--- config.mk ---
export PLATFORM = sky130hd
export DESIGN_NAME = uart_tx_frame_flat
export DESIGN_NICKNAME = d
export VERILOG_FILES = /design/src/rtl/uart_tx_frame_if.sv /design/src/rtl/uart_tx_frame.sv /design/src/flat_wrapper.sv
export SDC_FILE = /design/constraint.sdc
export NUM_CORES = 1
export LEC_CHECK = 0
export ABC_AREA = 0
export CAP_MARGIN = 20
export CORE_AREA = 2 2 55 57
export DETAILED_ROUTE_END_ITERATION = 12
export DIE_AREA = 0 0 57 59
export GPL_ROUTABILITY_DRIVEN = 1
export PLACE_DENSITY = 0.76
export SYNTH_ARGS = -nofsm -noshare
export SYNTH_HDL_FRONTEND = slang
export SYNTH_SLANG_ARGS = --single-unit
--- constraint.sdc ---
create_clock -name clk -period 3.6 [get_ports clk]
set_input_delay 0.72 -clock clk [delete_from_list [all_inputs] [get_ports clk]]
set_output_delay 0.72 -clock clk [all_outputs]
set_load 0.05 [all_outputs]
--- src/rtl/uart_tx_frame_if.sv ---
// Host write port of the UART transmit framer: one parallel word plus its
// parity controls, transferred when data_valid & data_ready.
interface uart_tx_frame_if #(
  parameter int DATA_W = 8
);
  logic [DATA_W-1:0] p_data;
  logic              data_valid;
  logic              data_ready;
  logic              par_en;
  logic              par_typ;

  // Host side drives the word, the framer answers with data_ready.
  modport master (
    output p_data,
    output data_valid,
    output par_en,
    output par_typ,
    input  data_ready
  );

  modport slave (
    input  p_data,
    input  data_valid,
    input  par_en,
    input  par_typ,
    output data_ready
  );
endinterface

--- src/rtl/uart_tx_frame.sv ---
// UART transmit framer: start bit, LSB-first data, optional parity, stop bit(s).
// Each bit is held for PRESCALE clocks. tx_out and busy are registered.
// Optional feature macro: UART_TX_HOLD_BUF_EN adds a one-entry holding register
// so a word can be queued while a frame is in flight and frames run back to back.
module uart_tx_frame #(
  parameter int DATA_W    = 8,
  parameter int PRESCALE  = 8,
  parameter int STOP_BITS = 1
) (
  input  logic            clk,
  input  logic            rst,
  uart_tx_frame_if.slave  bus,
  output logic            tx_out,
  output logic            busy
);

  localparam int PS_W  = (PRESCALE > 1) ? $clog2(PRESCALE) : 1;
  localparam int BIT_W = $clog2(DATA_W);
  localparam logic [PS_W-1:0]  PS_LAST   = PS_W'(PRESCALE - 1);
  localparam logic [BIT_W-1:0] DATA_LAST = BIT_W'(DATA_W - 1);
  localparam logic [BIT_W-1:0] STOP_LAST = BIT_W'(STOP_BITS - 1);

  typedef enum logic [2:0] {
    S_IDLE,
    S_START,
    S_DATA,
    S_PARITY,
    S_STOP
  } state_t;

  state_t            r_state;
  logic [PS_W-1:0]   r_prescale;
  logic [BIT_W-1:0]  r_bit_idx;
  logic [DATA_W-1:0] r_data;
  logic              r_par_en;
  logic              r_par_bit;
  logic              r_tx_out;
  logic              r_busy;

  state_t            w_state_next;
  logic [PS_W-1:0]   w_prescale_next;
  logic [BIT_W-1:0]  w_bit_next;
  logic [DATA_W-1:0] w_data_next;
  logic              w_par_en_next;
  logic              w_par_bit_next;
  logic              w_tx_next;
  logic              w_accept;
  logic              w_par_in;
  logic              w_last_tick;
  logic              w_load_in;

`ifdef UART_TX_HOLD_BUF_EN
  logic              r_hold_full;
  logic [DATA_W-1:0] r_hold_data;
  logic              r_hold_par_en;
  logic              r_hold_par_bit;
  logic              w_load_hold;
  logic              w_store;

  assign bus.data_ready = ~r_hold_full;
`else
  assign bus.data_ready = ~r_busy & (r_state == S_IDLE);
`endif

  assign w_accept    = bus.data_valid & bus.data_ready;
  // Parity is fixed at acceptance so later input changes cannot leak into the frame.
  assign w_par_in    = bus.par_typ ? ~^bus.p_data : ^bus.p_data;
  assign w_last_tick = (r_prescale == PS_LAST);
  assign tx_out      = r_tx_out;
  assign busy        = r_busy;

  // Next-state, counters and the next line level (registered below, so no comb path to the pad).
  always_comb begin
    w_state_next    = r_state;
    w_prescale_next = w_last_tick ? '0 : r_prescale + 1'b1;
    w_bit_next      = r_bit_idx;
    w_data_next     = r_data;
    w_par_en_next   = r_par_en;
    w_par_bit_next  = r_par_bit;
    w_load_in       = 1'b0;
`ifdef UART_TX_HOLD_BUF_EN
    w_load_hold     = 1'b0;
`endif
    w_tx_next       = 1'b1;

    case (r_state)
      S_IDLE: begin
        w_prescale_next = '0;
        if (w_accept) w_load_in = 1'b1;
      end
      S_START: begin
        if (w_last_tick) begin
          w_state_next = S_DATA;
          w_bit_next   = '0;
        end
      end
      S_DATA: begin
        if (w_last_tick) begin
          if (r_bit_idx == DATA_LAST) begin
            w_bit_next   = '0;
            w_state_next = r_par_en ? S_PARITY : S_STOP;
          end else begin
            w_bit_next = r_bit_idx + 1'b1;
          end
        end
      end
      S_PARITY: begin
        if (w_last_tick) begin
          w_state_next = S_STOP;
          w_bit_next   = '0;
        end
      end
      S_STOP: begin
        if (w_last_tick) begin
          if (r_bit_idx == STOP_LAST) begin
            w_bit_next   = '0;
            w_state_next = S_IDLE;
`ifdef UART_TX_HOLD_BUF_EN
            // Chain straight into the next start bit when a word is waiting.
            if (r_hold_full) w_load_hold = 1'b1;
            else if (w_accept) w_load_in = 1'b1;
`endif
          end else begin
            w_bit_next = r_bit_idx + 1'b1;
          end
        end
      end
      default: w_state_next = S_IDLE;
    endcase

    if (w_load_in) begin
      w_state_next    = S_START;
      w_prescale_next = '0;
      w_bit_next      = '0;
      w_data_next     = bus.p_data;
      w_par_en_next   = bus.par_en;
      w_par_bit_next  = w_par_in;
    end
`ifdef UART_TX_HOLD_BUF_EN
    if (w_load_hold) begin
      w_state_next    = S_START;
      w_prescale_next = '0;
      w_bit_next      = '0;
      w_data_next     = r_hold_data;
      w_par_en_next   = r_hold_par_en;
      w_par_bit_next  = r_hold_par_bit;
    end
`endif

    case (w_state_next)
      S_START:  w_tx_next = 1'b0;
      S_DATA:   w_tx_next = w_data_next[w_bit_next];
      S_PARITY: w_tx_next = w_par_bit_next;
      default:  w_tx_next = 1'b1;
    endcase
  end

  // State, counters, latched frame word and registered line outputs.
  always_ff @(posedge clk) begin
    if (rst) begin
      r_state    <= S_IDLE;
      r_prescale <= '0;
      r_bit_idx  <= '0;
      r_data     <= '0;
      r_par_en   <= 1'b0;
      r_par_bit  <= 1'b0;
      r_tx_out   <= 1'b1;
      r_busy     <= 1'b0;
    end else begin
      r_state    <= w_state_next;
      r_prescale <= w_prescale_next;
      r_bit_idx  <= w_bit_next;
      r_data     <= w_data_next;
      r_par_en   <= w_par_en_next;
      r_par_bit  <= w_par_bit_next;
      r_tx_out   <= w_tx_next;
      r_busy     <= (w_state_next != S_IDLE);
    end
  end

`ifdef UART_TX_HOLD_BUF_EN
  // A word accepted but not started directly is parked; a drain and a new store on
  // the same edge leave the buffer full with the new word.
  assign w_store = w_accept & ~w_load_in;

  // Holding register for the next queued word.
  always_ff @(posedge clk) begin
    if (rst) begin
      r_hold_full    <= 1'b0;
      r_hold_data    <= '0;
      r_hold_par_en  <= 1'b0;
      r_hold_par_bit <= 1'b0;
    end else begin
      r_hold_full <= w_store | (r_hold_full & ~w_load_hold);
      if (w_store) begin
        r_hold_data    <= bus.p_data;
        r_hold_par_en  <= bus.par_en;
        r_hold_par_bit <= w_par_in;
      end
    end
  end
`endif

endmodule

--- src/flat_wrapper.sv ---
// flat-port wrapper written by rule: the top's interface ports become plain ports
module uart_tx_frame_flat 
#(
  parameter int DATA_W    = 8,
  parameter int PRESCALE  = 8,
  parameter int STOP_BITS = 1
)
  (clk, rst, tx_out, busy, bus_p_data, bus_data_valid, bus_par_en, bus_par_typ, bus_data_ready);
  uart_tx_frame_if #(.DATA_W(DATA_W)) bus_i ();
  input  logic clk;
  input  logic rst;
  output logic tx_out;
  output logic busy;
  input wire logic [$bits(bus_i.p_data)-1:0] bus_p_data;
  input wire logic [$bits(bus_i.data_valid)-1:0] bus_data_valid;
  input wire logic [$bits(bus_i.par_en)-1:0] bus_par_en;
  input wire logic [$bits(bus_i.par_typ)-1:0] bus_par_typ;
  output wire logic [$bits(bus_i.data_ready)-1:0] bus_data_ready;
  assign bus_i.p_data = bus_p_data;
  assign bus_i.data_valid = bus_data_valid;
  assign bus_i.par_en = bus_par_en;
  assign bus_i.par_typ = bus_par_typ;
  assign bus_data_ready = bus_i.data_ready;
  uart_tx_frame #(.DATA_W(DATA_W), .PRESCALE(PRESCALE), .STOP_BITS(STOP_BITS)) u_core (.clk(clk), .rst(rst), .bus(bus_i), .tx_out(tx_out), .busy(busy));
endmodule
**Word level (Yosys, flattened, before mapping)**

Cells that the tools add are included.

- Input port bits: 13
- Output and inout port bits: 3
- Register bits: 21
- Logic and storage cells: 54

- Order comparisons: 1
- Reductions and logical operators: 7
- Bitwise operators: 3
- Add/sub/neg operators: 2
- Mux-type cells: 24
- Eq/ne operators: 9

Operators by type and width:

| cell | number |
|---|---|
| $mux 3 | 14 |
| $pmux 3 s5 | 1 |
| $eq 3x2->1 const B | 4 |
| $eq 3x3->1 const B | 3 |
| $pmux 3 s3 | 1 |
| $mux 8 | 1 |
| $reduce_xnor 8->1 | 1 |
| $reduce_xor 8->1 | 1 |
| $add 3x1->3 const B | 2 |
| $eq 3x1->1 const B | 2 |
| $logic_not 3->1 | 2 |
| $mux 1 | 5 |
| $lt 3x4->1 const B | 1 |
| $reduce_or 4->1 | 1 |
| $bmux 1 s3 | 1 |
| $pmux 1 s3 | 1 |
| $reduce_bool 3->1 | 1 |
| $and 1x1->1 | 2 |
| $reduce_or 2->1 | 1 |
| $not 1->1 | 1 |

**Logic depth before layout (Yosys ltp)**

Gate-level depths: netlist (run 1).

- Depth after elaboration: 9
- Gate-level depth with buffers: 8
- Mapped depth without buffers: 8

**Least setup slack after synthesis (run 1)**

No wires, ideal clock.

- Path kind: register to output
- Start point: reg u_core.r_state[0]
- End point: out bus_data_ready
- Arrival: 1500 ps
- Stages on the path, launching flop included: 4
- Path buffers: 1
- Data required time: 2880 ps
- Slack: 1380 ps
- Cells stage by stage: dfxtp_1 -> buf_2 -> or3_1 -> nor2_1

- Longest elaborated chain between the ends: 2

Ends and longest elaborated chain:

| item | RTL line | text |
|---|---|---|
| start, declared | uart_tx_frame.sv:31 | `state_t r_state;` |
| start signal, assigned | uart_tx_frame.sv:170 | `r_state <= w_state_next;` |
| $logic_not 3->1 | uart_tx_frame.sv:62 | `assign bus.data_ready = ~r_busy & (r_state == S_IDLE);` |
| $and 1x1->1 | uart_tx_frame.sv:62 |  |
| end, declared | flat_wrapper.sv:18 | `output wire logic [$bits(bus_i.data_ready)-1:0] bus_data_ready;` |

No other way between the ends.

**Final worst setup path (run 1)**

- Start point: reg u_core.r_state[1]
- End point: out bus_data_ready

Same word-level chain as after synthesis.

==> summary.md, run 1 <==
| Metric | Value |
|---|---|
| Worst clock skew | 0.00120 ns |
| Min-Delay Path Class | reg -> reg |
| Post-synthesis area per instance | 8.36 µm² |
| FF-to-FF Start | u_core.r_prescale[0] |
| Hold-fix buffers at CTS | 0 |
| Row cnt | 19 |
| Die height | 59 µm |
| IO buf count | 15 |
| RSZ-0062 raised after global routing | no |
| Dpl hpwl | 1970 µm |
| Crit path required time | 2.88 ns |
| Final setup violation count | 0 |
| Via count of the first global-routing pass | 1027 |
| Arrival time worst endpoint | 2.08 ns |
| Worst R2R Path Depth | 8 |
| DR top layer | met4 |
| Capturing point of the worst reg2reg path | u_core.tx_out |
| Sink Count | 21 |
| Antenna Cells | 0 |
| Via/cell ratio | 5.60 |
| Hold Startpoint | u_core.r_prescale[0] |
| Max-Cap Viols | 0 |
| Chip width | 57 µm |
| Fraction of layout cells with a size suffix above 1 | 0.0745 |
| Crit start category | flop |
| Setup TNS | 0 ns |
| WL met1 | 1150 µm |
| CTS tree | built |
| Yosys warns | 0 |
| Skew-Pair Late Insertion Delay | 0.30 ns |
| Crit Path Max Fanout | 11 |
| Post-layout min period | 2.80 ns |
| Asr flop ratio synth | 0 |
| Mapped Cells | 149 |
| Sequential area share after synthesis | 0.337 |
| Initial antenna violation count | 0 |
| Status | finished, final reports clean |
| CTS Buffer Depth | 2 |
| WL/cell | 12.9 µm |
| Slew headroom | 0.523 |
| Post-synth EDFFs | 0 |
| Core box area | 2710 µm² |
| Flops & latches, synth | 21 |
| Cell Area, Synth | 1250 µm² |
| Met3 WL | 73 µm |
| Final-report hold violation count | 0 |
| Setup Fix Bufs, Post-CTS | 0 |
| Slew at the pin with the worst max-slew slack | 0.714 ns |
| Final worst-path cycle share | 0.777 |
| Power Density | 337 nW/µm² |
| Ys flop type | dfxtp_1 |
| Hold endpoint | u_core.r_prescale[0] |
| Final WL | 2480 µm |
| Initial drt markers | 32 |
| Area grow syn2layout | 13.6% |
| CTS buffer count | 3 |
| DRC Markers | 0 |
| DR vias | 1075 |
| Root Driver | clkbuf_4 |
| CP Class | reg -> out |
| Resized Gates After CTS | 0 |
| Final nets | 181 |
| Post-route ant nets | 0 |
| Starting Density | 0.460 |
| Pre-antenna DRT Iters | 4 |
| Design Power | 0.477 mW |
| Utilization after layout | 0.522 |
| Max Clock Freq | 357 MHz |
| Fin. max-slew vios | 0 |
| Hold Crit Depth | 1 |
| First-pass GRT wire length | 4350 µm |
| RePlAce Congestion | 0.900 |
| Overflow after GRT | 0 |
| H-tree levels | 1 |
| Max VDD drop | 0.000224 V |
| Syn Nets | 168 |
| Clock transition at path regs | 0.11 ns |
| Gr usage total | 0.164 |
| Die area | 3360 µm² |
| IO Pins | 16 |
| Met2 WL post-DR | 1220 µm |
| Flop2flop setup slack | 1.25 ns |
| Largest net degree at the start of global routing | 21 |
| Count of cell types in the netlist | 46 |
| Pleak | 0.536 nW |
| Critical Path End Type | primary output |
==> worst max-delay path by stage <==
stage / startpoint / end / slack [ns]
2_1_floorplan: u_core.r_state[0] / bus_data_ready / 1.38
3_3_place_gp: bus_data_valid / u_core.tx_out / 1.13
3_5_place_dp: bus_data_valid / u_core.tx_out / 1.09
4_1_cts: u_core.r_state[1] / bus_data_ready / 0.80
5_1_grt: u_core.r_state[1] / bus_data_ready / 0.68
6_report: u_core.r_state[1] / bus_data_ready / 0.80
==> registers in the layout (all words and copies together), names as in the netlist <==
register and flops:
u_core.r_par_en 1, u_core.r_prescale 3, u_core.r_bit_idx 3, u_core.busy 1, u_core.tx_out 1, u_core.r_data 8
u_core.r_state 3, u_core.r_par_bit 1
==> per-layer routing <==
| layer | vias up | global-route usage |
|---|---|---|
| met2 | 19 | 0.287 |
| met4 | 0 | 0.0598 |
| met3 | 5 | 0.0262 |
| met1 | 507 | 0.206 |
| met5 | - | 0 |
| li1 | 544 | - |
==> final cells by class <==
type,instances,area [µm²]
Clock buffer,4,26.3
Sequential cell,21,420
Tap cell,31,38.8
Fill cell,280,1290
Inverter,9,33.8
Timing Repair Buffer,15,150
Multi-Input combinational cell,112,746
==> power breakdown <==
part | internal, mW | total (mW) | switching, mW
logic | 0.0491 | 0.109 | 0.0598
clock network | 0.0432 | 0.112 | 0.0692
registers | 0.246 | 0.256 | 0.00999
==> cells by family (layout without fill, tap and decap cells) <==
group	after synthesis	in the layout	synth area share
simple gates	63	63	0.256
compound gates	30	30	0.177
flops	21	21	0.337
buf+inv	16	28	0.0643
xor+xnor	9	9	0.0633
fa+ha+maj	6	6	0.0602
mux	4	4	0.0422
==> synthesized netlist by cell type, types with 2 or more instances <==
master,count,area (µm²)
or2_1,3,18.8
nand3b_1,2,15.0
or3_1,2,12.5
o21ai_0,3,15.0
nor2b_1,3,18.8
buf_6,2,22.5
ha_1,6,75.1
nor3_1,6,30.0
and2_1,3,18.8
dfxtp_1,21,420
nor2_1,13,48.8
nand3_1,2,10.0
mux2i_1,3,30.0
clkbuf_1,3,11.3
xor2_1,2,17.5
a21oi_1,9,45.0
nand2_1,21,78.8
nand2b_1,2,12.5
inv_1,9,33.8
xnor2_1,7,61.3
o211ai_1,2,15.0
==> cell usage in the layout, fill, tap and decap left out, types with 6 or more instances in the layout <==
cell type,count
a21oi_1,9
clkdlybuf4s50_1,15
dfxtp_1,21
ha_1,6
inv_1,9
nand2_1,21
nor2_1,13
nor3_1,6
xnor2_1,7
==> critical path, stage by stage, from the launching register on <==
cell	delay (ns)
dfxtp_1	0.44
or3_1	0.43
nor2_1	0.10
clkdlybuf4s50_1	0.80
==> stage by stage <==
stage          cells  setup WS, ns  hold WS, ns  area [µm²]
6_report         192         0.803        0.443        1420
3_3_place_gp     188          1.13        0.413        1390
3_5_place_dp     188          1.09        0.435        1390
4_1_cts          192         0.796        0.447        1420
5_1_grt          192         0.679        0.480        1420
2_1_floorplan    149          1.38        0.407        1250
No activity file was read; power rests on OpenSTA's default activity.
==> run 2: changes to the inputs <==
--- a/config.mk
+++ b/config.mk
@@ -11,7 +11,7 @@
 export DETAILED_ROUTE_END_ITERATION = 12
 export DIE_AREA = 0 0 57 59
 export GPL_ROUTABILITY_DRIVEN = 1
-export PLACE_DENSITY = 0.76
+export PLACE_DENSITY = 0.79
 export SYNTH_ARGS = -nofsm -noshare
 export SYNTH_HDL_FRONTEND = slang
 export SYNTH_SLANG_ARGS = --single-unit
==> constraint.sdc (replaced) <==
create_clock -name clk -period 2.5 [get_ports clk]
set_input_delay 0.5 -clock clk [delete_from_list [all_inputs] [get_ports clk]]
set_output_delay 0.5 -clock clk [all_outputs]
set_load 0.05 [all_outputs]
==> summary.md, run 2 (synthesis results as in run 1) <==
| Metric | Value |
|---|---|
| Dpl ws | 0.188 ns (-0.900 ns) |
| Initial antenna violation count | 0 (unchanged) |
| Critical Path End Type | flop |
| Post-layout min period | 2.26 ns |
| Status | finished, final reports clean |
| Crit path cell chain | ha_1 > ha_2 > nand2b_1 > or2_1 > a22oi_2 > or2_1 > mux4_2 > o211ai_2 |
| Critical Path End | u_core.tx_out |
| WL/cell | 13.3 µm (+3.2%) |
| Final nets | 183 (+1.1%) |
| RePlAce Congestion | 0.797 (-11%) |
| Core box area | 2710 µm² (unchanged) |
| Clock transition at path regs | 0.12 ns (about the same) |
| Setup Fix Bufs, Post-CTS | 0 (unchanged) |
| Most flops, register | u_core.r_data |
| Final instance area | 1430 µm² (+1.1%) |
| Min-Delay Path Class | reg -> reg |
| Worst hold margin | 0.445 ns (+0.00181 ns) |
| Slew at the pin with the worst max-slew slack | 0.492 ns (-0.222 ns) |
| Design Power | 0.692 mW (+45%) |
| Area of the multi-input gates | 748 µm² (+0.34%) |
| Antenna Cells | 0 (unchanged) |
| Die area | 3360 µm² (unchanged) |
| H-tree levels | 1 (unchanged) |
| CTS buffer count | 3 (unchanged) |
| Buf+Inv Stages, Crit Path | 0 (-1) |
| Max reg flops | 8 (unchanged) |
| Setup TNS | 0 ns (unchanged) |
| DR vias | 1054 (-2.0%) |
| Placed Area | 1400 µm² (+0.90%) |
| Final setup violation count | 0 (unchanged) |
| CTS tree | built |
| Initial drt markers | 36 (+13%) |
| Final-report hold violation count | 0 (unchanged) |
| Final worst-path cycle share | 0.906 |
| IO Pins | 16 (unchanged) |
| Starting Density | 0.460 (unchanged) |
| Pleak | 0.546 nW (+1.9%) |
| Via count of the first global-routing pass | 1035 (+0.78%) |
| Fill count | 273 (-2.5%) |
| Crit Path Max Fanout | 8 (-3) |
| Crit start category | flop |
| Pre-antenna DRT Iters | 4 (unchanged) |
| Sink Count | 21 (unchanged) |
| Max VDD drop | 0.000364 V (+63%) |
| Slew headroom | 0.667 (+0.144) |
| Arrival time worst endpoint | 2.50 ns (+0.42 ns) |
| CP Class | reg -> reg |
| Fraction of layout cells with a size suffix above 1 | 0.104 (+0.0298) |
| CTS Buffer Depth | 2 (unchanged) |
| Cells after DPL | 190 (+1.1%) |
| Max Clock Freq | 442 MHz |
| Critical Path Source | u_core.r_prescale[0] |
| Crit path max-delay cell type | dfxtp_1 |
| Gr usage total | 0.173 (+0.00886) |
| Largest net degree at the start of global routing | 14 (-33%) |
| Capturing point of the worst reg2reg path | u_core.tx_out |
| Worst Slack Setup Final | 0.235 ns (-0.567 ns) |
| Root Driver | clkbuf_4 |
| DRC Markers | 0 (unchanged) |
| Fin. max-slew vios | 0 (unchanged) |
| Row cnt | 19 (unchanged) |
| Sequential cell area | 420 µm² (unchanged) |
| Dpl hpwl | 2040 µm (+3.6%) |
| Final WL | 2590 µm (+4.3%) |
| Via/cell ratio | 5.43 (-3.0%) |
| Max incr delay on CP | 0.36 ns (-0.44 ns) |
| Most frequent cells in the layout | nand2_1, dfxtp_1, clkdlybuf4s50_1 |
| FF-to-FF Start | u_core.r_prescale[0] |
| RSZ-0062 raised after global routing | no |
| CP dominant cell by count | or2_1 |
| IO buf count | 15 (unchanged) |
| Skew-Pair Late Insertion Delay | 0.31 ns (about the same) |
| Post-route ant nets | 0 (unchanged) |
| Worst clock skew | 0.0154 ns (+0.0142 ns) |
| Die height | 59 µm (unchanged) |
| First-pass GRT wire length | 4570 µm (+5.1%) |
| Utilization after layout | 0.528 (+0.00600) |
| Overflow after GRT | 0 (unchanged) |
| Area grow syn2layout | 14.9% |
| Chip width | 57 µm (unchanged) |
| Flop2flop setup slack | 0.24 ns (-1.01 ns) |
| Final std cells w/o fill | 194 (+1.0%) |
| Worst R2R Path Depth | 8 (unchanged) |
| Max-Cap Viols | 0 (unchanged) |
| Stages on worst setup path | 8 (+5) |
| Crit path required time | 2.73 ns (-0.15 ns) |
| Power Density | 483 nW/µm² (+43%) |
| Crit-path leading delay family | simple AND/OR/NAND/NOR gates |
==> run 2: area by class of cell <==
type,count,area share
clock buffer,3,0.0157
clock inverter,1,0.00350
inverter,9,0.0236
multi-input combinational,112,0.523
sequential,21,0.294
tap,31,0.0271
timing repair buffer,17,0.114
==> run 2: what timing repair did <==
item / in CTS / in global routing
hold endpoints to repair: 0 / 0
resized for setup: 0 / 1
hold buffers: 0 / 0
endpoints found under the setup margin: 0 / 1
==> run 2: worst min path at each step <==
| stage | from | cells after the start | end |
|---|---|---|---|
| after floorplan | u_core.r_prescale[0] | 1 | u_core.r_prescale[0] |
| after global placement | u_core.r_prescale[0] | 1 | u_core.r_prescale[0] |
| after detailed placement | u_core.r_prescale[0] | 1 | u_core.r_prescale[0] |
| after CTS | u_core.r_prescale[0] | 1 | u_core.r_prescale[0] |
| after global routing | u_core.r_prescale[0] | 1 | u_core.r_prescale[0] |
| final | u_core.r_prescale[0] | 1 | u_core.r_prescale[0] |
==> run 2: power by group <==
part           total (mW)  switching (mW)  internal (mW)
sequential          0.368          0.0141          0.354
clock               0.162           0.102         0.0598
combinational       0.162          0.0887         0.0731
==> run 2: layer usage <==
metal | vias to the layer above | part of all wire | routed length [µm] | GRT usage
met4 | 0 | 0.013 | 33 | 0.0698
met5 | - | 0 | 0 | 0
met1 | 475 | 0.43 | 1120 | 0.226
met3 | 5 | 0.057 | 148 | 0.0197
li1 | 540 | - | - | -
met2 | 34 | 0.50 | 1280 | 0.294
==> run 3: changes to the inputs <==
--- a/config.mk
+++ b/config.mk
@@ -7,11 +7,11 @@
 export LEC_CHECK = 0
 export ABC_AREA = 0
 export CAP_MARGIN = 20
-export CORE_AREA = 2 2 55 57
+export CORE_AREA = 2 2 54 56
 export DETAILED_ROUTE_END_ITERATION = 12
-export DIE_AREA = 0 0 57 59
+export DIE_AREA = 0 0 56 58
 export GPL_ROUTABILITY_DRIVEN = 1
-export PLACE_DENSITY = 0.79
+export PLACE_DENSITY = 0.81
 export SYNTH_ARGS = -nofsm -noshare
 export SYNTH_HDL_FRONTEND = slang
 export SYNTH_SLANG_ARGS = --single-unit
==> summary.md, run 3 (synthesis results as in run 1) <==
| Metric | Value |
|---|---|
| Sink Count | 21 (unchanged) |
| Largest net degree at the start of global routing | 14 (unchanged) |
| Power Density | 490 nW/µm² (+1.5%) |
| Switching portion of total power | 0.305 (+0.00879) |
| IO buf count | 15 (unchanged) |
| Final-report hold violation count | 0 (unchanged) |
| CP Class | reg -> reg |
| Final nets | 184 (+0.55%) |
| Power share of the combinational group | 0.231 (-0.003) |
| Most flops, register | u_core.r_data |
| Max Clock Freq | 437 MHz (-0.94%) |
| Final setup violation count | 0 (unchanged) |
| First-pass GRT wire length | 4530 µm (-1.0%) |
| Overflow after GRT | 0 (unchanged) |
| CTS tree | built |
| Resized Gates After CTS | 0 (unchanged) |
| Clock transition at path regs | 0.13 ns (about the same) |
| RePlAce Congestion | 0.822 (+3.1%) |
| Fraction of layout cells with a size suffix above 1 | 0.104 (-0.000636) |
| Area grow syn2layout | 15.5% |
| Post-route ant nets | 0 (unchanged) |
| Critical Path End Type | flop |
| Pre-antenna DRT Iters | 4 (unchanged) |
| Max incr delay on CP | 0.37 ns (about the same) |
| CTS Buffer Depth | 2 (unchanged) |
| Worst R2R Path Depth | 8 (unchanged) |
| CTS buffer count | 3 (unchanged) |
| Initial drt markers | 28 (-22%) |
| Gr usage total | 0.175 (+0.00179) |
| Clock share of power | 0.246 (+0.012) |
| P_sw | 0.215 mW (+5.0%) |
| Slew headroom | 0.674 (+0.00731) |
| Antenna Cells | 0 (unchanged) |
| Crit Path Max Fanout | 8 (unchanged) |
| Setup Fix Bufs, Post-CTS | 0 (unchanged) |
| DR vias | 1069 (+1.4%) |
| Placed Area | 1410 µm² (+0.54%) |
| Starting Density | 0.468 (+0.00821) |
| Setup TNS | 0 ns (unchanged) |
| Final worst-path cycle share | 0.915 (+0.00863) |
| Sequential cell area | 420 µm² (unchanged) |
| Die height | 58 µm (-1.7%) |
| Dpl hpwl | 1910 µm (-6.4%) |
| Hold endpoint | u_core.r_prescale[0] |
| Fill count | 257 (-5.9%) |
| Area of the multi-input gates | 746 µm² (-0.33%) |
| Final instance area | 1440 µm² (+0.52%) |
| Fin. max-slew vios | 0 (unchanged) |
| Crit path cell chain | ha_1 > ha_1 > nand2b_1 > or2_1 > a22oi_2 > or2_1 > mux4_2 > o211ai_2 |
| Crit-path leading delay family | simple AND/OR/NAND/NOR gates |
| Core box area | 2660 µm² (-1.8%) |
| Arrival time worst endpoint | 2.54 ns (+0.04 ns) |
| Hold Crit Depth | 1 (unchanged) |
| Row cnt | 19 (unchanged) |
| Flop2flop setup slack | 0.21 ns (-0.02 ns) |
| IO Pins | 16 (unchanged) |
| Via/cell ratio | 5.48 (+0.90%) |
| Max VDD drop | 0.000514 V (+41%) |
| Most frequent cells in the layout | nand2_1, dfxtp_1, clkdlybuf4s50_1 |
| Status | finished, final reports clean |
| Skew-Pair Late Insertion Delay | 0.31 ns (about the same) |
| FF-to-FF Start | u_core.r_prescale[0] |
| Max-Cap Viols | 0 (unchanged) |
| WL/cell | 12.7 µm (-5.2%) |
| Design Power | 0.706 mW (+2.0%) |
| Hold-fix buffers at CTS | 0 (unchanged) |
| Worst clock skew | 0.00200 ns (-0.0134 ns) |
| Via count of the first global-routing pass | 1035 (unchanged) |
| Capturing point of the worst reg2reg path | u_core.tx_out |
| Final WL | 2470 µm (-4.7%) |
| Post-layout min period | 2.29 ns (+0.0216 ns) |
| Cell Int Power | 0.490 mW (+0.71%) |
| Root Driver | clkbuf_4 |
| Chip width | 56 µm (-1.8%) |
| DRC Markers | 0 (unchanged) |
| Hold Startpoint | u_core.r_prescale[0] |
| Sequential power share | 0.522 (-0.010) |
| RSZ-0062 raised after global routing | no |
| Min-Delay Path Class | reg -> reg |
| Slew at the pin with the worst max-slew slack | 0.488 ns (-0.00470 ns) |
| Crit path max-delay cell type | dfxtp_1 |
| Crit start category | flop |
| Max reg flops | 8 (unchanged) |
| Utilization after layout | 0.540 (+0.0123) |
| Crit path required time | 2.75 ns (+0.02 ns) |
| Pleak | 0.550 nW (+0.72%) |
| Buf+Inv Stages, Crit Path | 0 (unchanged) |
| Initial antenna violation count | 0 (unchanged) |
| H-tree levels | 1 (unchanged) |
| Die area | 3250 µm² (-3.4%) |
## run 3: cell count changes in the layout (fill, tap and decap cells not counted), sizes merged
cell and delta:
buf +1, clkinv -1, clkinvlp +1
## run 3: stage by stage
step	setup WS (ns)	cells	hold slack [ns]
after floorplan	0.474	149	0.407
after global placement	0.282	191	0.423
after detailed placement	0.225	191	0.438
after CTS	0.209	195	0.455
after global routing	0.00186	195	0.490
final	0.214	195	0.456
## run 3: worst max-delay path by stage
stage / start / cells after the start / to
CTS: u_core.r_prescale[0] / 8 / u_core.tx_out
detailed placement: u_core.r_prescale[0] / 8 / u_core.tx_out
global route: u_core.r_prescale[0] / 8 / u_core.tx_out
finish: u_core.r_prescale[0] / 8 / u_core.tx_out
global placement: u_core.r_prescale[0] / 8 / u_core.tx_out
floorplan: u_core.r_prescale[0] / 8 / u_core.tx_out
## run 3: metal layers
metal | vias to the layer above | GRT usage | part of all wire
met5 | - | 0 | 0
met4 | 0 | 0.0408 | 0.0081
met3 | 2 | 0.0469 | 0.043
met2 | 26 | 0.304 | 0.50
met1 | 497 | 0.218 | 0.45
li1 | 544 | - | -
## run 3: worst reg2reg max path: cells and delay by family (launching register included)
family | cells | cell delay (ns)
AOI/OAI and AO/OA | 2 | 0.40
adders and majority gates | 2 | 0.50
DFF | 1 | 0.37
muxes | 1 | 0.31
and+or+nand+nor | 3 | 0.66
## run 3: final cells by class
type / count / share of cell area
clock buffer: 3 / 0.0157
inverter: 9 / 0.0235
clock inverter: 1 / 0.00522
tap: 31 / 0.0270
sequential: 21 / 0.292
timing repair buffer: 18 / 0.118
multi-input combinational: 112 / 0.518
## run 3: power by group through the flow
stage / registers (mW) / logic (mW) / clock network [mW]
after floorplan: 0.382 / 0.105 / 0
final: 0.369 / 0.163 / 0.174
after CTS: 0.369 / 0.164 / 0.176
after global routing: 0.371 / 0.179 / 0.196
after global placement: 0.376 / 0.159 / 0
after detailed placement: 0.376 / 0.164 / 0
